<file path="src/rtl/lvds_align_pkg.sv">
// Shared types and constants for the LVDS word-alignment training logic.
package lvds_align_pkg;

  localparam int unsigned LANE_W = 8;

  localparam logic [LANE_W-1:0] SONY_TRAIN_WORD = 8'hA5;

  typedef enum logic [2:0] {
    ST_IDLE,
    ST_SETTLE,
    ST_CHECK,
    ST_SLIP,
    ST_LOCKED,
    ST_FAIL
  } lane_state_e;

endpackage

</file>
<file path="src/rtl/lvds_lane_align.sv">
// One lane's alignment FSM: settle, compare against the training word,
// bitslip on mismatch, lock after a run of matches or fail after too many slips.
module lvds_lane_align
  import lvds_align_pkg::*;
#(
  parameter int unsigned SETTLE_CYCLES = 4,
  parameter int unsigned MATCH_COUNT   = 4,
  parameter int unsigned MAX_SLIPS     = 16
) (
  input  logic              clk,
  input  logic              rst,
  input  logic              enable,
  input  logic [LANE_W-1:0] train_pattern,
  input  logic [LANE_W-1:0] lane_word,
  output logic              bitslip,
  output logic              locked,
  output logic              failed
);

  localparam int unsigned SETTLE_W = $clog2(SETTLE_CYCLES + 1);
  localparam int unsigned MATCH_W  = $clog2(MATCH_COUNT + 1);
  localparam int unsigned SLIP_W   = $clog2(MAX_SLIPS + 1);

  localparam logic [SETTLE_W-1:0] SETTLE_LAST = SETTLE_W'(SETTLE_CYCLES - 1);
  localparam logic [MATCH_W-1:0]  MATCH_LAST  = MATCH_W'(MATCH_COUNT - 1);
  localparam logic [SLIP_W-1:0]   SLIP_LIMIT  = SLIP_W'(MAX_SLIPS);

  lane_state_e         state;
  logic [SETTLE_W-1:0] settle_cnt;
  logic [MATCH_W-1:0]  match_cnt;
  logic [SLIP_W-1:0]   slip_cnt;

  // Flags are updated alongside the state so they always equal its decode.
  always_ff @(posedge clk) begin
    if (rst || !enable) begin
      state      <= ST_IDLE;
      settle_cnt <= '0;
      match_cnt  <= '0;
      slip_cnt   <= '0;
      bitslip    <= 1'b0;
      locked     <= 1'b0;
      failed     <= 1'b0;
    end else begin
      bitslip <= 1'b0;
      case (state)
        ST_IDLE: begin
          state      <= ST_SETTLE;
          settle_cnt <= '0;
          match_cnt  <= '0;
          slip_cnt   <= '0;
        end
        ST_SETTLE: begin
          if (settle_cnt == SETTLE_LAST) begin
            state <= ST_CHECK;
          end else begin
            settle_cnt <= settle_cnt + 1'b1;
          end
        end
        ST_CHECK: begin
          if (lane_word == train_pattern) begin
            if (match_cnt == MATCH_LAST) begin
              state  <= ST_LOCKED;
              locked <= 1'b1;
            end else begin
              match_cnt <= match_cnt + 1'b1;
            end
          end else begin
            match_cnt <= '0;
            if (slip_cnt == SLIP_LIMIT) begin
              state  <= ST_FAIL;
              failed <= 1'b1;
            end else begin
              state   <= ST_SLIP;
              bitslip <= 1'b1;
            end
          end
        end
        ST_SLIP: begin
          slip_cnt   <= slip_cnt + 1'b1;
          settle_cnt <= '0;
          state      <= ST_SETTLE;
        end
        ST_LOCKED, ST_FAIL: begin
          state <= state;
        end
        default: begin
          state <= ST_IDLE;
        end
      endcase
    end
  end

endmodule

</file>
<file path="src/rtl/lvds_align_ctrl.sv">
// Word-alignment training controller: one independent lane FSM per LVDS lane
// plus aligned/error/busy aggregation for the downstream controller.
module lvds_align_ctrl
  import lvds_align_pkg::*;
#(
  parameter int unsigned LANES         = 8,
  parameter int unsigned SETTLE_CYCLES = 4,
  parameter int unsigned MATCH_COUNT   = 4,
  parameter int unsigned MAX_SLIPS     = 16
) (
  input  logic                    clk,
  input  logic                    rst,
  input  logic                    i_enable,
  input  logic [LANE_W-1:0]       i_train_pattern,
  input  logic [LANES*LANE_W-1:0] i_lane_data,
  output logic [LANES-1:0]        o_bitslip,
  output logic [LANES-1:0]        o_lane_aligned,
  output logic                    o_aligned,
  output logic                    o_error,
  output logic                    o_busy
);

  logic [LANES-1:0] lane_locked;
  logic [LANES-1:0] lane_failed;
  logic             enable_q;

  for (genvar n = 0; n < LANES; n++) begin : g_lane
    lvds_lane_align #(
      .SETTLE_CYCLES(SETTLE_CYCLES),
      .MATCH_COUNT  (MATCH_COUNT),
      .MAX_SLIPS    (MAX_SLIPS)
    ) u_lane (
      .clk          (clk),
      .rst          (rst),
      .enable       (i_enable),
      .train_pattern(i_train_pattern),
      .lane_word    (i_lane_data[n*LANE_W +: LANE_W]),
      .bitslip      (o_bitslip[n]),
      .locked       (lane_locked[n]),
      .failed       (lane_failed[n])
    );
  end

  // enable_q tracks the enable the lane FSMs acted on at the same edge, so
  // busy stays a pure decode of registers with no extra cycle of lag.
  always_ff @(posedge clk) begin
    if (rst) begin
      enable_q <= 1'b0;
    end else begin
      enable_q <= i_enable;
    end
  end

  always_comb begin
    o_lane_aligned = lane_locked;
    o_aligned      = &lane_locked;
    o_error        = |lane_failed;
    o_busy         = enable_q & ~&(lane_locked | lane_failed);
  end

endmodule

</file>
<file path="config.mk">
export PLATFORM = sky130hd
export DESIGN_NAME = lvds_align_ctrl
export DESIGN_NICKNAME = d
export VERILOG_FILES = /design/src/rtl/lvds_align_pkg.sv /design/src/rtl/lvds_lane_align.sv /design/src/rtl/lvds_align_ctrl.sv
export SDC_FILE = /design/constraint.sdc
export NUM_CORES = 1
export LEC_CHECK = 0
export CAP_MARGIN = 20
export CORE_AREA = 4 4 126 128
export CTS_BUF_LIST = sky130_fd_sc_hd__clkbuf_4 sky130_fd_sc_hd__clkbuf_8 sky130_fd_sc_hd__clkbuf_16
export DETAILED_ROUTE_END_ITERATION = 10
export DIE_AREA = 0 0 130 132
export PLACE_DENSITY_LB_ADDON = 0.05
export SYNTH_ARGS = -nofsm -noshare
export SYNTH_HDL_FRONTEND = slang
export SYNTH_SLANG_ARGS = --single-unit
</file>
<file path="constraint.sdc">
create_clock -name clk -period 3.78 [get_ports clk]
set_input_delay 0.756 -clock clk [delete_from_list [all_inputs] [get_ports clk]]
set_output_delay 0.756 -clock clk [all_outputs]
set_load 0.01 [all_outputs]
</file>
Word-level counts from Yosys, hierarchy flattened
Index checks and enable logic that the tools add are counted.
- bits in registers: 137
- word-level logic and storage cells: 409
- bits of input ports: 75
- bitwise gates (word level): 26
- reduce and logical (&&, ||, !) cells: 102
- add/sub/neg operators: 24
- mux-type cells: 96
- eq/ne operators: 104
- operators by type and width (operator ; number):
    2-to-1 mux 3 bit ; 56
    equality test 3 x 2 -> 1 bit (second input constant) ; 32
    one-hot mux 3 bit (2 select lines) ; 16
    one-hot mux 3 bit (4 select lines) ; 8
    one-hot mux 5 bit (2 select lines) ; 8
    AND reduction 3 bit ; 24
    equality test 8 bit ; 8
    adder 3 x 1 -> 3 bit (second input constant) ; 16
    equality test 3 bit (second input constant) ; 16
    != test 3 bit (second input constant) ; 16
    nonzero test 2 bit ; 24
    adder 5 x 1 -> 5 bit (second input constant) ; 8
    equality test 5 bit (second input constant) ; 8
    AND reduction 2 bit ; 16
    OR reduction 2 bit ; 16
    equality test 3 x 1 -> 1 bit (second input constant) ; 8
    zero test 3 bit ; 8
    NOT 1 bit ; 24
    OR reduction 3 bit ; 8
    != test 2 x 1 -> 1 bit (second input constant) ; 8
    != test 2 bit (second input constant) ; 8
    AND reduction 8 bit ; 2
    2-to-1 mux 1 bit ; 8
    OR 8 bit ; 1
    other kinds (4) ; 5

Depth between registers and ports, before layout
- depth after elaboration: 4
- mapped depth: 7

Modules after synthesis
Synthesis repeated with hierarchy kept, for this count alone.
- cells, all modules: 981
- area total of the unflattened synthesis: 8553.2 um^2
- modules (own cells, without submodules) (module ; cells an instance ; times used ; area each (um^2)):
    lvds_lane_align ; 121 ; 8 ; 1057.3
    lvds_align_ctrl ; 13 ; 1 ; 95.1

Worst setup path before layout
OpenSTA, ideal clock, no wires.
- path type: input port to flip-flop
- start point: in i_train_pattern[6]
- end point: reg g_lane[5].u_lane.state[1]
- required time: 3693 ps
- data arrival time: 2000 ps
- slack: 1693 ps
- stages: 6
- path buffers: 1
- cells stage by stage: buf_2 -> xnor2_1 -> nand4_1 -> nor2_2 -> mux2_2 -> o31ai_1
- longest elaborated chain between the ends: 3
- elaborated cells between the ends (all ways): 5
- those cells by class: eq/ne (2); mux (2); reduce/logical (1)
- ends and longest elaborated chain (what ; line ; RTL):
    start: declaration ; lvds_align_ctrl.sv:14 ; input logic [LANE_W-1:0] i_train_pattern,
    equality test 8 bit * ; lvds_lane_align.sv:60 ; if (lane_word == train_pattern) begin
    2-to-1 mux 3 bit or != test 3 bit (tied branches) ; n/a ;
    one-hot mux 3 bit (4 select lines) or AND reduction 3 bit (tied branches) ; n/a ;
    end signal: assignment ; lvds_lane_align.sv:84 ; state <= state;
    end: declaration ; lvds_lane_align.sv:28 ; lane_state_e state;
Mark *: on every way between the ends. The rest lies on a longest branch, timed or not.
A chain may end at the register's enable or synchronous reset.

Final worst setup path
- start point: reg g_lane[1].u_lane.locked
- end point: out o_busy
- longest elaborated chain between the ends: 4
- ends and longest elaborated chain (what ; line ; RTL):
    start: declaration ; lvds_lane_align.sv:16 ; output logic locked,
    start signal: assignment ; lvds_lane_align.sv:41 ; locked <= 1'b0;
    start signal: assignment ; lvds_lane_align.sv:63 ; locked <= 1'b1;
    OR 8 bit ; lvds_align_ctrl.sv:58 ; o_busy = enable_q & ~&(lane_locked | lane_failed);
    AND reduction 8 bit ; lvds_align_ctrl.sv:58 ;
    zero test 1 bit ; lvds_align_ctrl.sv:58 ;
    AND 1 bit ; lvds_align_ctrl.sv:58 ;
    end: declaration ; lvds_align_ctrl.sv:20 ; output logic o_busy
No other way between the ends.

==> flow_summary.html <==
<table>
<tr><th>Metric</th><th>Value</th></tr>
<tr><th colspan="2">Layout</th></tr>
<tr><td>Final standard cell utilization of the core</td><td>0.636</td></tr>
<tr><td>Layout area overhead</td><td>18.0%</td></tr>
<tr><td>FILL cells</td><td>1,338</td></tr>
<tr><td>Net total in the final layout</td><td>1,152</td></tr>
<tr><td>N_diodes</td><td>0</td></tr>
<tr><td>Final instance area</td><td>9450 um^2</td></tr>
<tr><td>Share of layout cells above drive strength 1</td><td>0.0835</td></tr>
<tr><td>Area of combinational cells with multiple inputs</td><td>4710 um^2</td></tr>
<tr><td>Non-filler instance count after layout</td><td>1,230</td></tr>
<tr><td>Area taken by flip-flops and latches</td><td>2740 um^2</td></tr>
<tr><th colspan="2">Worst hold path</th></tr>
<tr><td>HP Class</td><td>reg -&gt; reg</td></tr>
<tr><td>Endpoint, Worst Hold</td><td>g_lane[2].u_lane.match_cnt[2]</td></tr>
<tr><td>Start point of the worst min-delay path</td><td>g_lane[2].u_lane.match_cnt[2]</td></tr>
<tr><td>Number of stages on the worst hold path</td><td>2</td></tr>
<tr><th colspan="2">Clock network</th></tr>
<tr><td>Clock slew at reported path FFs</td><td>0.06 ns</td></tr>
<tr><td>CTS Hold Buffers Added</td><td>0</td></tr>
<tr><td>TritonCTS Sinks</td><td>137</td></tr>
<tr><td>Clock tree root driver cell</td><td>clkbuf_16</td></tr>
<tr><td>Max Root-Sink Buffers</td><td>2</td></tr>
<tr><td>TritonCTS buffer count</td><td>17</td></tr>
<tr><td>Number of H-tree branching levels</td><td>4</td></tr>
<tr><td>CTS tree</td><td>yes</td></tr>
<tr><td>Number of buffers inserted by post-CTS setup repair</td><td>0</td></tr>
<tr><td>Resize count post-CTS</td><td>0</td></tr>
<tr><td>Insertion delay of the later-clocked pin in the worst-skew pair</td><td>0.42 ns</td></tr>
<tr><th colspan="2">Drt</th></tr>
<tr><td>Total detailed-routing wirelength</td><td>17,600 um</td></tr>
<tr><td>Residual DRC count</td><td>0</td></tr>
<tr><td>Number of iterations in the first detailed-routing pass</td><td>5</td></tr>
<tr><td>Routed wire length per instance</td><td>14.3 um</td></tr>
<tr><td>Vias/cell</td><td>5.63</td></tr>
<tr><td>Drt initial violations</td><td>365</td></tr>
<tr><td>Post-route antenna net violation count</td><td>0</td></tr>
<tr><td>Total vias in the final route</td><td>6,919</td></tr>
<tr><th colspan="2">Global routing</th></tr>
<tr><td>Total congestion overflow</td><td>0</td></tr>
<tr><td>Antenna violations before repair</td><td>0</td></tr>
<tr><td>Via count of the first global-routing pass</td><td>6,414</td></tr>
<tr><td>Global-route wire length before repair</td><td>29,600 um</td></tr>
<tr><td>Pin count of the biggest net entering global routing</td><td>65</td></tr>
<tr><td>GRT Resource Usage Total</td><td>0.208</td></tr>
<tr><th colspan="2">Placed design</th></tr>
<tr><td>Post-Place Cell Area</td><td>8850 um^2</td></tr>
<tr><td>Port-buffer cells</td><td>93</td></tr>
<tr><td>Dpl hpwl</td><td>12,600 um</td></tr>
<tr><td>Final estimated routing congestion in global placement</td><td>0.819</td></tr>
<tr><td>Worst-case setup slack after placement</td><td>0.846 ns</td></tr>
<tr><td>Cell count after placement</td><td>1,198</td></tr>
<tr><th colspan="2">Logic synthesis</th></tr>
<tr><td>Number of enable flip-flop cells after synthesis</td><td>0</td></tr>
<tr><td>Main area contributors after synthesis</td><td>dfxtp_1, ha_1, xnor2_1</td></tr>
<tr><td>Fraction of registers with async set or reset after synthesis</td><td>0</td></tr>
<tr><td>Leading register cell type out of synthesis</td><td>dfxtp_1</td></tr>
<tr><td>Post-Synthesis Cells</td><td>983</td></tr>
<tr><td>Avg Cell Area, Syn</td><td>8.15 um^2</td></tr>
<tr><td>Number of distinct library cells after synthesis</td><td>55</td></tr>
<tr><td>Mapped cell area</td><td>8010 um^2</td></tr>
<tr><td>Synth Net Count</td><td>1,106</td></tr>
<tr><td>#FFs+latches synth</td><td>137</td></tr>
<tr><td>Library cell with the largest summed area after synthesis</td><td>dfxtp_1</td></tr>
<tr><td>Synth warnings</td><td>0</td></tr>
<tr><td>Area fraction of the dominant cell type after synthesis</td><td>0.342</td></tr>
<tr><td>Most numerous cell types in the synthesized netlist</td><td>dfxtp_1, nor2_1, nand2_1</td></tr>
<tr><td>Part of the Yosys area used for sequential elements</td><td>0.342</td></tr>
<tr><td>Most frequently used cell type in the post-synthesis netlist</td><td>dfxtp_1</td></tr>
<tr><th colspan="2">Setup path</th></tr>
<tr><td>Reg-to-reg critical path startpoint</td><td>g_lane[0].u_lane.state[1]</td></tr>
<tr><td>Crit Reg-Reg Endpoint</td><td>g_lane[0].u_lane.state[2]</td></tr>
<tr><td>Minimum setup slack among reg-to-reg paths</td><td>2.09 ns</td></tr>
<tr><td>Max Fanout on Critical Path</td><td>4</td></tr>
<tr><td>Capturing element type of the critical path</td><td>primary output</td></tr>
<tr><td>R2R depth</td><td>4</td></tr>
<tr><td>Kind of critical path</td><td>reg -&gt; out</td></tr>
<tr><td>Data required time of the worst path</td><td>3.02 ns</td></tr>
<tr><td>Endpoint arrival time on the critical path</td><td>1.93 ns</td></tr>
<tr><td>Startpoint Class</td><td>flop</td></tr>
<tr><th colspan="2">STA</th></tr>
<tr><td>Period minus WS final</td><td>2.69 ns</td></tr>
<tr><td>Max transition margin</td><td>0.514</td></tr>
<tr><td>Sum Neg Setup Slack</td><td>0 ns</td></tr>
<tr><td>Setup repair after global routing missed its margin</td><td>false</td></tr>
<tr><td>Final worst clock skew</td><td>0.00884 ns</td></tr>
<tr><td>Final cycle utilization of the critical path</td><td>0.712</td></tr>
<tr><td>Number of hold violations in the final report</td><td>0</td></tr>
<tr><td>Final slew viol count</td><td>0</td></tr>
<tr><td>Setup WS post-layout</td><td>1.09 ns</td></tr>
<tr><td>Highest achievable clock rate</td><td>372 MHz</td></tr>
<tr><td>Worst-margin pin slew</td><td>0.722 ns</td></tr>
<tr><td>Setup violation total in the final timing report</td><td>0</td></tr>
<tr><th colspan="2">Floorplanning</th></tr>
<tr><td>Die ar.</td><td>17,200 um^2</td></tr>
<tr><td>Placeable Area</td><td>14,900 um^2</td></tr>
<tr><td>Count of boundary I/O pins</td><td>94</td></tr>
<tr><td>Number of standard-cell rows in the floorplan</td><td>45</td></tr>
<tr><td>Y dimension of the die</td><td>132 um</td></tr>
<tr><td>Horizontal extent of the die</td><td>130 um</td></tr>
<tr><td>Starting Density</td><td>0.539</td></tr>
<tr><th colspan="2">Flow run</th></tr>
<tr><td>Number of maximum-capacitance violations</td><td>0</td></tr>
<tr><th colspan="2">Pwr</th></tr>
<tr><td>Largest vdd supply drop</td><td>0.000373 V</td></tr>
<tr><td>Reported leakage power</td><td>3.31 nW</td></tr>
<tr><td>Cell Pwr Density</td><td>360 nW/um^2</td></tr>
<tr><th colspan="2">Run status</th></tr>
<tr><td>Run status</td><td>finished, final reports clean</td></tr>
</table>
## power by group
part	switching, mW	leakage, nW	internal, mW
logic	0.120	1.92	0.142
clock network	0.641	0.289	1.04
registers	0.0130	1.11	1.45
## critical path: stages, from the launching register on
cell	delay, ns
dfxtp_1	0.44
o22ai_1	0.12
o41a_1	0.46
clkdlybuf4s50_1	0.50
## layout make-up
cell class / instances / share of cell area
Multi-Input combinational cell: 722 / 0.498
Sequential cell: 137 / 0.290
Timing Repair Buffer: 97 / 0.102
Clock buffer: 17 / 0.0450
Tap cell: 188 / 0.0249
Inverter: 54 / 0.0214
Clock inverter: 15 / 0.0187
## how the worst max path moves through the flow
stage	from	endpoint	slack [ns]	cells past startpoint
after global placement	i_train_pattern[5]	g_lane[5].u_lane.state[1]	0.87	6
after CTS	g_lane[2].u_lane.locked	o_busy	1.06	3
after detailed placement	i_train_pattern[5]	g_lane[5].u_lane.state[1]	0.85	6
after floorplan	i_train_pattern[6]	g_lane[5].u_lane.state[1]	1.69	6
after global routing	g_lane[1].u_lane.locked	o_busy	1.03	3
final	g_lane[1].u_lane.locked	o_busy	1.09	3
## cells by family after synthesis
logic type | after synthesis | synth area share
AOI/OAI and AO/OA | 225 | 0.185
xor gates and xnor gates | 64 | 0.0700
adders and majority gates | 48 | 0.0750
buffers and inverters | 124 | 0.0706
DFF | 137 | 0.342
muxes | 39 | 0.0531
and+or+nand+nor | 346 | 0.204
## through the flow
stage / hold WS, ns / power (mW)
floorplan: 0.445 / 1.65
CTS: 0.479 / 3.44
global placement: 0.461 / 1.76
global route: 0.491 / 3.53
detailed placement: 0.471 / 1.76
finish: 0.471 / 3.41
## registers in the layout, indices dropped and copies added, names as in the netlist
signal,count
g_lane.u_lane.failed,8
g_lane.u_lane.match_cnt,24
g_lane.u_lane.state,24
g_lane.u_lane.bitslip,8
g_lane.u_lane.slip_cnt,40
g_lane.u_lane.settle_cnt,24
enable_q,1
g_lane.u_lane.locked,8
## cell usage in the layout, fill, tap and decap left out, types with 6 or more instances in the layout
cell type and count:
nor2_1 118, nor3_1 24, a22oi_1 46, a22o_1 10, inv_1 53, o21a_1 11
xnor2_1 56, mux2_2 28, o31ai_1 11, nand2_1 71, o32ai_1 6, nand4_1 20
o22ai_1 8, mux2i_1 11, a31oi_1 8, xor2_1 8, dfxtp_1 137, ha_1 48
nand3_1 44, nor2b_1 14, clkbuf_16 17, o21ai_0 51, or3_1 7, clkdlybuf4s50_1 93
or2_2 13, and3_1 8, a31o_2 6, a21oi_1 45
## metal layers
layer	wire, um	share of wire	track usage	up-vias
li1	-	-	-	3556
met1	8330	0.47	0.277	3178
met2	7850	0.45	0.321	159
met3	1030	0.058	0.0588	26
met4	353	0.020	0.0762	0
met5	0	0	0	-
(Power assumes the default switching activity.)
